### src/rtl/pipeline_hazard_ctrl_if.sv
// Handshake bundle between the ID-stage decoder/pipeline registers
// and the hazard controller.
interface pipeline_hazard_ctrl_if #(
   parameter int CNT_W = 16
);
   logic             id_valid;
   logic [4:0]       id_rs1;
   logic [4:0]       id_rs2;
   logic             id_rs1_used;
   logic             id_rs2_used;
   logic [4:0]       id_rd;
   logic             id_rf_we;
   logic [1:0]       id_wd_sel;
   logic             ex_redirect;
   logic             mem_busy;
   logic             stall_if;
   logic             stall_id;
   logic             stall_ex;
   logic             stall_mem;
   logic             flush_id;
   logic             bubble_ex;
   logic [1:0]       fwd_a_sel;
   logic [1:0]       fwd_b_sel;
   logic [CNT_W-1:0] stall_cnt;
   logic [CNT_W-1:0] flush_cnt;

   modport master (
      output id_valid, id_rs1, id_rs2,
      output id_rs1_used, id_rs2_used,
      output id_rd, id_rf_we, id_wd_sel,
      output ex_redirect, mem_busy,
      input  stall_if, stall_id,
      input  stall_ex, stall_mem,
      input  flush_id, bubble_ex,
      input  fwd_a_sel, fwd_b_sel,
      input  stall_cnt, flush_cnt
   );

   modport slave (
      input  id_valid, id_rs1, id_rs2,
      input  id_rs1_used, id_rs2_used,
      input  id_rd, id_rf_we, id_wd_sel,
      input  ex_redirect, mem_busy,
      output stall_if, stall_id,
      output stall_ex, stall_mem,
      output flush_id, bubble_ex,
      output fwd_a_sel, fwd_b_sel,
      output stall_cnt, flush_cnt
   );
endinterface

### src/rtl/pipeline_hazard_ctrl.sv
// Stall/flush/bubble sequencing and registered forwarding selects
// for the 5-stage RV32I pipeline.
module pipeline_hazard_ctrl #(
   parameter int         CNT_W            = 16,
   parameter logic [1:0] WD_SEL_FROM_DRAM = 2'd1
) (
   input logic                     clk,
   input logic                     rst_n,
   pipeline_hazard_ctrl_if.slave   bus
);

   typedef struct packed {
      logic       v;
      logic [4:0] rd;
      logic       we;
      logic       ld;
   } rec_t;

   rec_t             ex_q, ex_d;
   rec_t             mem_q, mem_d;
   rec_t             id_rec;
   logic [1:0]       fwd_a_q, fwd_a_d;
   logic [1:0]       fwd_b_q, fwd_b_d;
   logic [CNT_W-1:0] stall_cnt_q, stall_cnt_d;
   logic [CNT_W-1:0] flush_cnt_q, flush_cnt_d;

   logic freeze, redir, ld_use, lu;
   logic ex_a, ex_b, mem_a, mem_b;

   function automatic logic hit(
      input rec_t       r,
      input logic [4:0] rs,
      input logic       used
   );
      return r.v && r.we && (r.rd != 5'd0)
         && (r.rd == rs) && used;
   endfunction

   always_comb begin
      id_rec.v  = bus.id_valid;
      id_rec.rd = bus.id_rd;
      id_rec.we = bus.id_rf_we
         && (bus.id_rd != 5'd0);
      id_rec.ld = (bus.id_wd_sel == WD_SEL_FROM_DRAM);

      ex_a  = hit(ex_q, bus.id_rs1, bus.id_rs1_used);
      ex_b  = hit(ex_q, bus.id_rs2, bus.id_rs2_used);
      mem_a = hit(mem_q, bus.id_rs1, bus.id_rs1_used);
      mem_b = hit(mem_q, bus.id_rs2, bus.id_rs2_used);

      ld_use = bus.id_valid && ex_q.ld && (ex_a || ex_b);
      freeze = bus.mem_busy;
      redir  = !freeze && bus.ex_redirect;
      lu     = !freeze && !redir && ld_use;
   end

   assign bus.stall_if  = freeze || lu;
   assign bus.stall_id  = freeze || lu;
   assign bus.stall_ex  = freeze;
   assign bus.stall_mem = freeze;
   assign bus.flush_id  = redir;
   assign bus.bubble_ex = redir || lu;
   assign bus.fwd_a_sel = fwd_a_q;
   assign bus.fwd_b_sel = fwd_b_q;
   assign bus.stall_cnt = stall_cnt_q;
   assign bus.flush_cnt = flush_cnt_q;

   always_comb begin
      ex_d    = ex_q;
      mem_d   = mem_q;
      fwd_a_d = fwd_a_q;
      fwd_b_d = fwd_b_q;
      unique case (1'b1)
         freeze: begin
         end
         redir, lu: begin
            ex_d    = '0;
            mem_d   = ex_q;
            fwd_a_d = 2'd0;
            fwd_b_d = 2'd0;
         end
         default: begin
            ex_d    = id_rec;
            mem_d   = ex_q;
            // EX result beats MEM; a matching EX load never gets here
            fwd_a_d = (ex_a && !ex_q.ld) ? 2'd1
                    : mem_a ? 2'd2 : 2'd0;
            fwd_b_d = (ex_b && !ex_q.ld) ? 2'd1
                    : mem_b ? 2'd2 : 2'd0;
         end
      endcase
   end

   always_comb begin
      stall_cnt_d = stall_cnt_q;
      flush_cnt_d = flush_cnt_q;
      if (bus.stall_if && (stall_cnt_q != '1))
         stall_cnt_d = stall_cnt_q + 1'b1;
      if (bus.flush_id && (flush_cnt_q != '1))
         flush_cnt_d = flush_cnt_q + 1'b1;
   end

   always_ff @(posedge clk or negedge rst_n) begin
      if (!rst_n) begin
         ex_q        <= '0;
         mem_q       <= '0;
         fwd_a_q     <= 2'd0;
         fwd_b_q     <= 2'd0;
         stall_cnt_q <= '0;
         flush_cnt_q <= '0;
      end else begin
         ex_q        <= ex_d;
         mem_q       <= mem_d;
         fwd_a_q     <= fwd_a_d;
         fwd_b_q     <= fwd_b_d;
         stall_cnt_q <= stall_cnt_d;
         flush_cnt_q <= flush_cnt_d;
      end
   end

endmodule

### src/flat_wrapper.sv
// flat-port wrapper written by rule: the top's interface ports become plain ports
module pipeline_hazard_ctrl_flat 
#(
   parameter int         CNT_W            = 16,
   parameter logic [1:0] WD_SEL_FROM_DRAM = 2'd1
)
  (clk, rst_n, bus_id_valid, bus_id_rs1, bus_id_rs2, bus_id_rs1_used, bus_id_rs2_used, bus_id_rd, bus_id_rf_we, bus_id_wd_sel, bus_ex_redirect, bus_mem_busy, bus_stall_if, bus_stall_id, bus_stall_ex, bus_stall_mem, bus_flush_id, bus_bubble_ex, bus_fwd_a_sel, bus_fwd_b_sel, bus_stall_cnt, bus_flush_cnt);
  pipeline_hazard_ctrl_if #(.CNT_W(CNT_W)) bus_i ();
  input logic clk;
  input logic rst_n;
  input wire logic [$bits(bus_i.id_valid)-1:0] bus_id_valid;
  input wire logic [$bits(bus_i.id_rs1)-1:0] bus_id_rs1;
  input wire logic [$bits(bus_i.id_rs2)-1:0] bus_id_rs2;
  input wire logic [$bits(bus_i.id_rs1_used)-1:0] bus_id_rs1_used;
  input wire logic [$bits(bus_i.id_rs2_used)-1:0] bus_id_rs2_used;
  input wire logic [$bits(bus_i.id_rd)-1:0] bus_id_rd;
  input wire logic [$bits(bus_i.id_rf_we)-1:0] bus_id_rf_we;
  input wire logic [$bits(bus_i.id_wd_sel)-1:0] bus_id_wd_sel;
  input wire logic [$bits(bus_i.ex_redirect)-1:0] bus_ex_redirect;
  input wire logic [$bits(bus_i.mem_busy)-1:0] bus_mem_busy;
  output wire logic [$bits(bus_i.stall_if)-1:0] bus_stall_if;
  output wire logic [$bits(bus_i.stall_id)-1:0] bus_stall_id;
  output wire logic [$bits(bus_i.stall_ex)-1:0] bus_stall_ex;
  output wire logic [$bits(bus_i.stall_mem)-1:0] bus_stall_mem;
  output wire logic [$bits(bus_i.flush_id)-1:0] bus_flush_id;
  output wire logic [$bits(bus_i.bubble_ex)-1:0] bus_bubble_ex;
  output wire logic [$bits(bus_i.fwd_a_sel)-1:0] bus_fwd_a_sel;
  output wire logic [$bits(bus_i.fwd_b_sel)-1:0] bus_fwd_b_sel;
  output wire logic [$bits(bus_i.stall_cnt)-1:0] bus_stall_cnt;
  output wire logic [$bits(bus_i.flush_cnt)-1:0] bus_flush_cnt;
  assign bus_i.id_valid = bus_id_valid;
  assign bus_i.id_rs1 = bus_id_rs1;
  assign bus_i.id_rs2 = bus_id_rs2;
  assign bus_i.id_rs1_used = bus_id_rs1_used;
  assign bus_i.id_rs2_used = bus_id_rs2_used;
  assign bus_i.id_rd = bus_id_rd;
  assign bus_i.id_rf_we = bus_id_rf_we;
  assign bus_i.id_wd_sel = bus_id_wd_sel;
  assign bus_i.ex_redirect = bus_ex_redirect;
  assign bus_i.mem_busy = bus_mem_busy;
  assign bus_stall_if = bus_i.stall_if;
  assign bus_stall_id = bus_i.stall_id;
  assign bus_stall_ex = bus_i.stall_ex;
  assign bus_stall_mem = bus_i.stall_mem;
  assign bus_flush_id = bus_i.flush_id;
  assign bus_bubble_ex = bus_i.bubble_ex;
  assign bus_fwd_a_sel = bus_i.fwd_a_sel;
  assign bus_fwd_b_sel = bus_i.fwd_b_sel;
  assign bus_stall_cnt = bus_i.stall_cnt;
  assign bus_flush_cnt = bus_i.flush_cnt;
  pipeline_hazard_ctrl #(.CNT_W(CNT_W), .WD_SEL_FROM_DRAM(WD_SEL_FROM_DRAM)) u_core (.clk(clk), .rst_n(rst_n), .bus(bus_i));
endmodule
### config.mk
export PLATFORM = sky130hd
export DESIGN_NAME = pipeline_hazard_ctrl_flat
export DESIGN_NICKNAME = d
export VERILOG_FILES = /design/src/rtl/pipeline_hazard_ctrl_if.sv /design/src/rtl/pipeline_hazard_ctrl.sv /design/src/flat_wrapper.sv
export SDC_FILE = /design/constraint.sdc
export NUM_CORES = 1
export LEC_CHECK = 0
export CORE_MARGIN = 1
export CORE_UTILIZATION = 48
export CTS_CLUSTER_DIAMETER = 40
export CTS_CLUSTER_SIZE = 14
export DETAILED_ROUTE_END_ITERATION = 7
export HOLD_SLACK_MARGIN = 0.02
export PLACE_DENSITY = 0.79
export REMOVE_ABC_BUFFERS = 1
export SETUP_SLACK_MARGIN = 0.05
export SYNTH_ARGS = -nofsm -noshare
export SYNTH_HDL_FRONTEND = slang
export SYNTH_SLANG_ARGS = --single-unit
### constraint.sdc
create_clock -name clk -period 2.63 [get_ports clk]
set_input_delay 0.263 -clock clk [delete_from_list [all_inputs] [get_ports clk]]
set_output_delay 0.263 -clock clk [all_outputs]
set_load 0.01 [all_outputs]
==> results.sh <==
export IMPL_outcome="finished clean"
export IMPL_dp_final_hpwl_um=4310
export IMPL_syn2layout_area_growth_pct=36.7
export IMPL_hold_path_class="in -> async"
export IMPL_dieArea_um2=5590
export IMPL_diodes=0
export IMPL_ys_ff_latch=51
export IMPL_grt_ovfl_total=0
export IMPL_grt_pass1_wl_um=9350
export IMPL_postRouteAntennaNets=0
export IMPL_drive_above_1_share_pct=14.6
export IMPL_syn_area_um2=2540
export IMPL_ys_warnings_count=0
export IMPL_slew_headroom_pct=56.7
export IMPL_synth_main_ff_cell="dfrtp_1"
export IMPL_wl_um=5770
export IMPL_drv_slew=0
export IMPL_p_leak_nw=1.50
export IMPL_power_per_cell_area_nw_per_um2=631
export IMPL_fmax_mhz=411
export IMPL_syn_avg_cell_area_um2=11.1
export IMPL_clock_skew_ns=0.0122
export IMPL_yosys_area_top_type="dfrtp_1"
export IMPL_worstSetupEndpointType="output port"
export IMPL_clockPowerShare_pct=25.4
export IMPL_clock_sinks=51
export IMPL_grt_max_degree=27
export IMPL_tritoncts="yes"
export IMPL_start_kind="flop"
export IMPL_die_x_um=74.7
export IMPL_core_area_um2=5110
export IMPL_yosysMostFrequentCell="dfrtp_1"
export IMPL_wl_per_cell_um=15.2
export IMPL_die_h_um=74.7
export IMPL_global_route_usage_total_pct=22.5
export IMPL_clkTransAtPathRegs_ns=0.10
export IMPL_critPathKind="reg -> out"
export IMPL_vdd_drop_max_mv=0.575
export IMPL_drt_first_iter_violations=102
export IMPL_synth_edf_count=0
export IMPL_cp_max_fo=5
export IMPL_cp_arrival_ns=2.17
export IMPL_fin_nets=335
export IMPL_viasPerCell=5.44
export IMPL_period_share_pct=92.5
export IMPL_grt_pass1_vias=1967
export IMPL_p_sw_uw=668
export IMPL_ys_types=33
export IMPL_clkLatencyLatePin_ns=0.31
export IMPL_fillers=418
export IMPL_initial_core_util_pct=49.7
export IMPL_yosysTopAreaCellShare_pct=50.2
export IMPL_power_frac_seq_pct=48.6
export IMPL_synthTopCellsByArea="dfrtp_1 (50%), xnor2_1 (9.0%), xor2_1 (7.6%)"
export IMPL_maxCapViolations=0
export IMPL_rows=26
export IMPL_pwr_share_comb_pct=26.0
export IMPL_num_vias=2062
export IMPL_io_buffers=66
export IMPL_cp_required_ns=2.37
export IMPL_rsz0062_at_grt="true"
export IMPL_h_tree_depth=2
export IMPL_tightest_slew_ns=0.650
export IMPL_regArea_um2=1280
export IMPL_drc=0
export IMPL_antenna_found_initial=0
export IMPL_synth_seq_area_share_pct=50.2
export IMPL_finalPower_mw=2.19
export IMPL_hold_viol=0
export IMPL_syn_inst=228
export IMPL_power_internal_mw=1.52
export IMPL_place_gp_congestion=0.756
export IMPL_fin_tns_setup_ns=0
export IMPL_setup_viol=0
export IMPL_drtPass1Iterations=4
export IMPL_clk_path_buf_depth=2
export IMPL_period_minus_slack_ns=2.43
export IMPL_p_sw_share_pct=30.5
export IMPL_cts_buffers=5
export IMPL_final_util_pct=68.0
export IMPL_async_reset_ff_share_pct=100
export IMPL_multi_input_comb_area_um2=1200
export IMPL_num_io_pins=67
export IMPL_cts_root_buffer="clkbuf_8"
export IMPL_synth_common_cells="dfrtp_1 (51), xnor2_1 (26), xor2_1 (22)"
## worst max-delay path, stage by stage, from the launching register on
cell	delay [ns]
dfrtp_2	0.46
xor2_1	0.17
nor4_1	0.26
and3_1	0.22
buf_4	0.11
o2111ai_2	0.10
o21ai_1	0.16
buf_4	0.14
clkdlybuf4s15_1	0.23
## cell type report
type	instances	area share (%)
clock buffers	5	1.98
repair buffers	83	22.5
well taps	70	2.52
flip-flops and latches	51	36.9
multi-input cells	164	34.5
clock inverters	3	1.33
inverters	3	0.324
## cell usage in the layout (no fill, tap or decap), drive strengths merged, types with 4 or more instances in the layout
| cell type | n |
|---|---|
| and3 | 15 |
| nor4 | 5 |
| xor2 | 22 |
| nand3 | 14 |
| nor3 | 4 |
| dfrtp | 51 |
| xnor2 | 26 |
| nand2 | 18 |
| a22o | 6 |
| buf | 17 |
| mux2 | 10 |
| nor2 | 8 |
| inv | 4 |
| nand4 | 11 |
| o21ai | 6 |
| o2111ai | 4 |
| clkbuf | 6 |
| clkdlybuf4s50 | 62 |
## flip-flops by register name, indices dropped and copies added, names as in the netlist
| register | cells |
|---|---|
| u_core.mem_q | 7 |
| u_core.bus.stall_cnt | 16 |
| u_core.bus.fwd_a_sel | 2 |
| u_core.bus.flush_cnt | 16 |
| u_core.ex_q | 8 |
| u_core.bus.fwd_b_sel | 2 |
## stage by stage
step,hold slack [ns],cell area [um^2],instances,setup WS (ns)
after floorplan,-0.0326,2480,218,0.340
after global placement,0.298,3320,366,-0.00141
after detailed placement,0.305,3320,366,0.0000500
after CTS,0.489,3460,378,0.140
after global routing,0.516,3470,379,0.0170
final,0.473,3470,379,0.197
## metal layers
layer / up-vias / GRT usage, % / part of all wire (%)
met5: - / 0 / 0
met2: 54 / 36.3 / 48
met1: 1024 / 30.0 / 46
li1: 975 / - / -
met4: 0 / 6.71 / 1.5
met3: 9 / 5.62 / 5.1
## power groups by stage
stage	clock network, mW	logic [mW]	registers [mW]
2_1_floorplan	0	0.219	1.08
3_3_place_gp	0	0.557	1.07
3_5_place_dp	0	0.568	1.08
4_1_cts	0.568	0.576	1.06
5_1_grt	0.599	0.628	1.08
6_report	0.557	0.570	1.06
## logic make-up after synthesis
logic type / Yosys count / synth area share, %
fa+ha+maj: 2 / 0.985
compound gates: 23 / 7.98
mux: 10 / 4.43
flops: 51 / 50.2
buf+inv: 13 / 2.66
simple gates: 81 / 17.1
xor+xnor: 48 / 16.6
## path summary, 6_finish.rpt
check	startpoint	to	slack [ns]	cells after the start
worst max-delay path	u_core.ex_q[5]$_DFFE_PN0N_	bus_stall_if	0.20	8
worst min-delay path	rst_n	u_core.bus.stall_cnt[12]$_DFFE_PN0P_	0.47	2
max in group asynchronous	rst_n	u_core.ex_q[2]$_DFFE_PN0N_	1.52	3
min in group clk	u_core.bus.flush_cnt[14]$_DFFE_PN0P_	u_core.bus.flush_cnt[14]$_DFFE_PN0P_	0.49	1
worst max register to register	u_core.ex_q[3]$_DFFE_PN0N_	u_core.bus.fwd_a_sel[1]$_DFFE_PN0N_	0.39	6
worst min register to register	u_core.bus.flush_cnt[14]$_DFFE_PN0P_	u_core.bus.flush_cnt[14]$_DFFE_PN0P_	0.49	1
## timing repair
item                       CTS  global route
resized for setup            7             5
setup endpoints to repair    3             1
setup buffers                3             1
hold endpoints to repair    24             0
pin swaps                    3             3
hold buffers                 1             0
No activity file was read; power rests on OpenSTA's default activity.
==> patch, RTL diff (config.mk and constraints unchanged) <==
Reset style: synchronous (`rst_n`), changed in one clocked block.
--- a/src/rtl/pipeline_hazard_ctrl.sv
+++ b/src/rtl/pipeline_hazard_ctrl.sv
@@ -102,3 +102,3 @@
 
-   always_ff @(posedge clk or negedge rst_n) begin
+   always_ff @(posedge clk) begin
       if (!rst_n) begin
Behaviour: differs if rst_n is asserted again (counterexample within 4 cycles, from zero or initial values and one cycle with rst_n low); with rst_n held inactive, the same outputs for 10 cycles.
==> patch against the original RTL <==
- cell area decreased by 2.0%
- synthesized area increased by 2.4%
- routed wire length increased by 3.8%
- critical path depth decreased by 2
- synthesized cell count increased by 30%
- worst setup slack improved by 32 ps
- sequential cell count unchanged
Power is not compared: it rests on default switching activity, and its combinational part moved more than twofold at a synthesized area within 25%.
==> patch: results <==
{
  "async_flop_share": 0,
  "drtPass1Iterations": 4,
  "clk_latency_ps": 310,
  "cts_buffer_depth": 2,
  "hold_ws_ps": 448,
  "critical_path_arrival_ps": 2140,
  "clockRootBuffer": "clkbuf_8",
  "fin_worst_skew_ps": 2.81,
  "path_clk_slew_ps": 90,
  "grt_pass1_wl_mm": 9.29,
  "ys_top_cells_by_area": "dfxtp_1 39%, xor2_1 9.1%, mux2i_1 4.6%",
  "hold_class": "flop to flop",
  "diodes": 0,
  "antenna_found_initial": 0,
  "grtUsageTotal": 0.215,
  "gp_congestion": 0.834,
  "cts_setup_buffers": 0,
  "drc": 0,
  "peakVddDrop_uv": 263,
  "grtUsageMet2": 0.348,
  "status": "completed",
  "grt_max_degree": 25,
  "port_buffers": 66,
  "synthTopCellsByCount": "51 x dfxtp_1, 30 x nand2_1, 28 x nor2_1",
  "post_drt_wl_per_cell_um": 13.9,
  "ys_warn_count": 0,
  "min_from": "u_core.bus.fwd_b_sel[0]",
  "final_nets": 388,
  "synth_cell_types": 45,
  "drive_gt1_frac": 0.0773,
  "via_per_inst": 5.52,
  "synth-seq-area-share": 0.393,
  "path_max_fanout": 6,
  "worstReg2RegStart": "u_core.ex_q[6]",
  "critPathLaunch": "u_core.ex_q[2]",
  "n_fill_cell": 447,
  "reg2reg_slack_ps": 380,
  "grt.met3_usage": 0.0489,
  "met1_usage": 0.285,
  "dr.first_iter.drc_count": 127,
  "htreeDepth": 2,
  "cellLeakagePower_nw": 1.22,
  "grt_pass1_vias": 1966,
  "worst_pin_slew_ps": 1090,
  "dp.final_hpwl_mm": 4.41,
  "numCtsBuffers": 5
}
## patch: changes by cell type in the layout (fill, tap and decap cells not counted), moves of 9 or more
cell	change
a21oi_1	+10
and3_1	-9
buf_4	-10
dfrtp_1	-47
dfxtp_1	+49
mux2_2	-10
mux2i_1	+12
nand2_1	+12
nor2_1	+20
xnor2_1	-18
## patch: repair_timing
| item | in CTS | in global routing |
|---|---|---|
| gates resized for setup | 1 | 4 |
| setup endpoints to repair | 2 | 2 |
| hold endpoints to repair | 0 | 0 |
| cloned | 0 | 0 |
## patch: final timing paths
check,cells past startpoint,to
setup / recovery,6,bus_bubble_ex
hold / removal,2,u_core.bus.fwd_b_sel[0]
setup reg to reg,6,u_core.bus.stall_cnt[1]
hold reg to reg,2,u_core.bus.fwd_b_sel[0]
## patch: power breakdown
| part | leakage, nW | switching (mW) | internal (mW) |
|---|---|---|---|
| Combinational | 0.770 | 0.0761 | 0.0805 |
| Clock | 0.0402 | 0.270 | 0.186 |
| Sequential | 0.413 | 0.0152 | 0.782 |
## patch: worst max-delay path, stage by stage, from the launching register on
cell             delay, ps
dfxtp_2                360
or4_1                  540
o211ai_2               190
nor2_2                  90
o21ai_4                 90
nand2_1                 80
clkdlybuf4s50_1        480
## patch: cells by family (layout without fill, tap and decap cells)
kind of cell,Yosys count,count (layout),share of synthesized area
xor+xnor,35,35,0.118
flops,51,51,0.393
fa+ha+maj,2,2,0.00962
compound gates,48,48,0.140
buf+inv,23,89,0.0472
simple gates,125,125,0.246
mux,12,12,0.0462
## patch: per-stage QoR
step           instances  area, µm²  worst slack (ps)
2_1_floorplan        282       2510               463
3_3_place_gp         424       3300               121
3_5_place_dp         424       3300              73.2
4_1_cts              432       3400              54.1
5_1_grt              432       3400               118
6_report             432       3400               229
## patch: cell type report
cell class	instances	area, µm²	area share
Clock inverter	3	20.0	0.00588
Inverter	9	33.8	0.00993
Clock buffer	5	68.8	0.0202
Sequential cell	51	1020	0.301
Multi-Input combinational cell	222	1460	0.429
Timing Repair Buffer	72	711	0.209
Tap cell	70	87.6	0.0257
## patch: per-layer routing
metal	vias up	share of wire	routed length (µm)
li1	1199	-	-
met5	-	0	0
met1	1121	0.47	2810
met3	5	0.048	285
met4	0	0.011	63
met2	58	0.47	2830
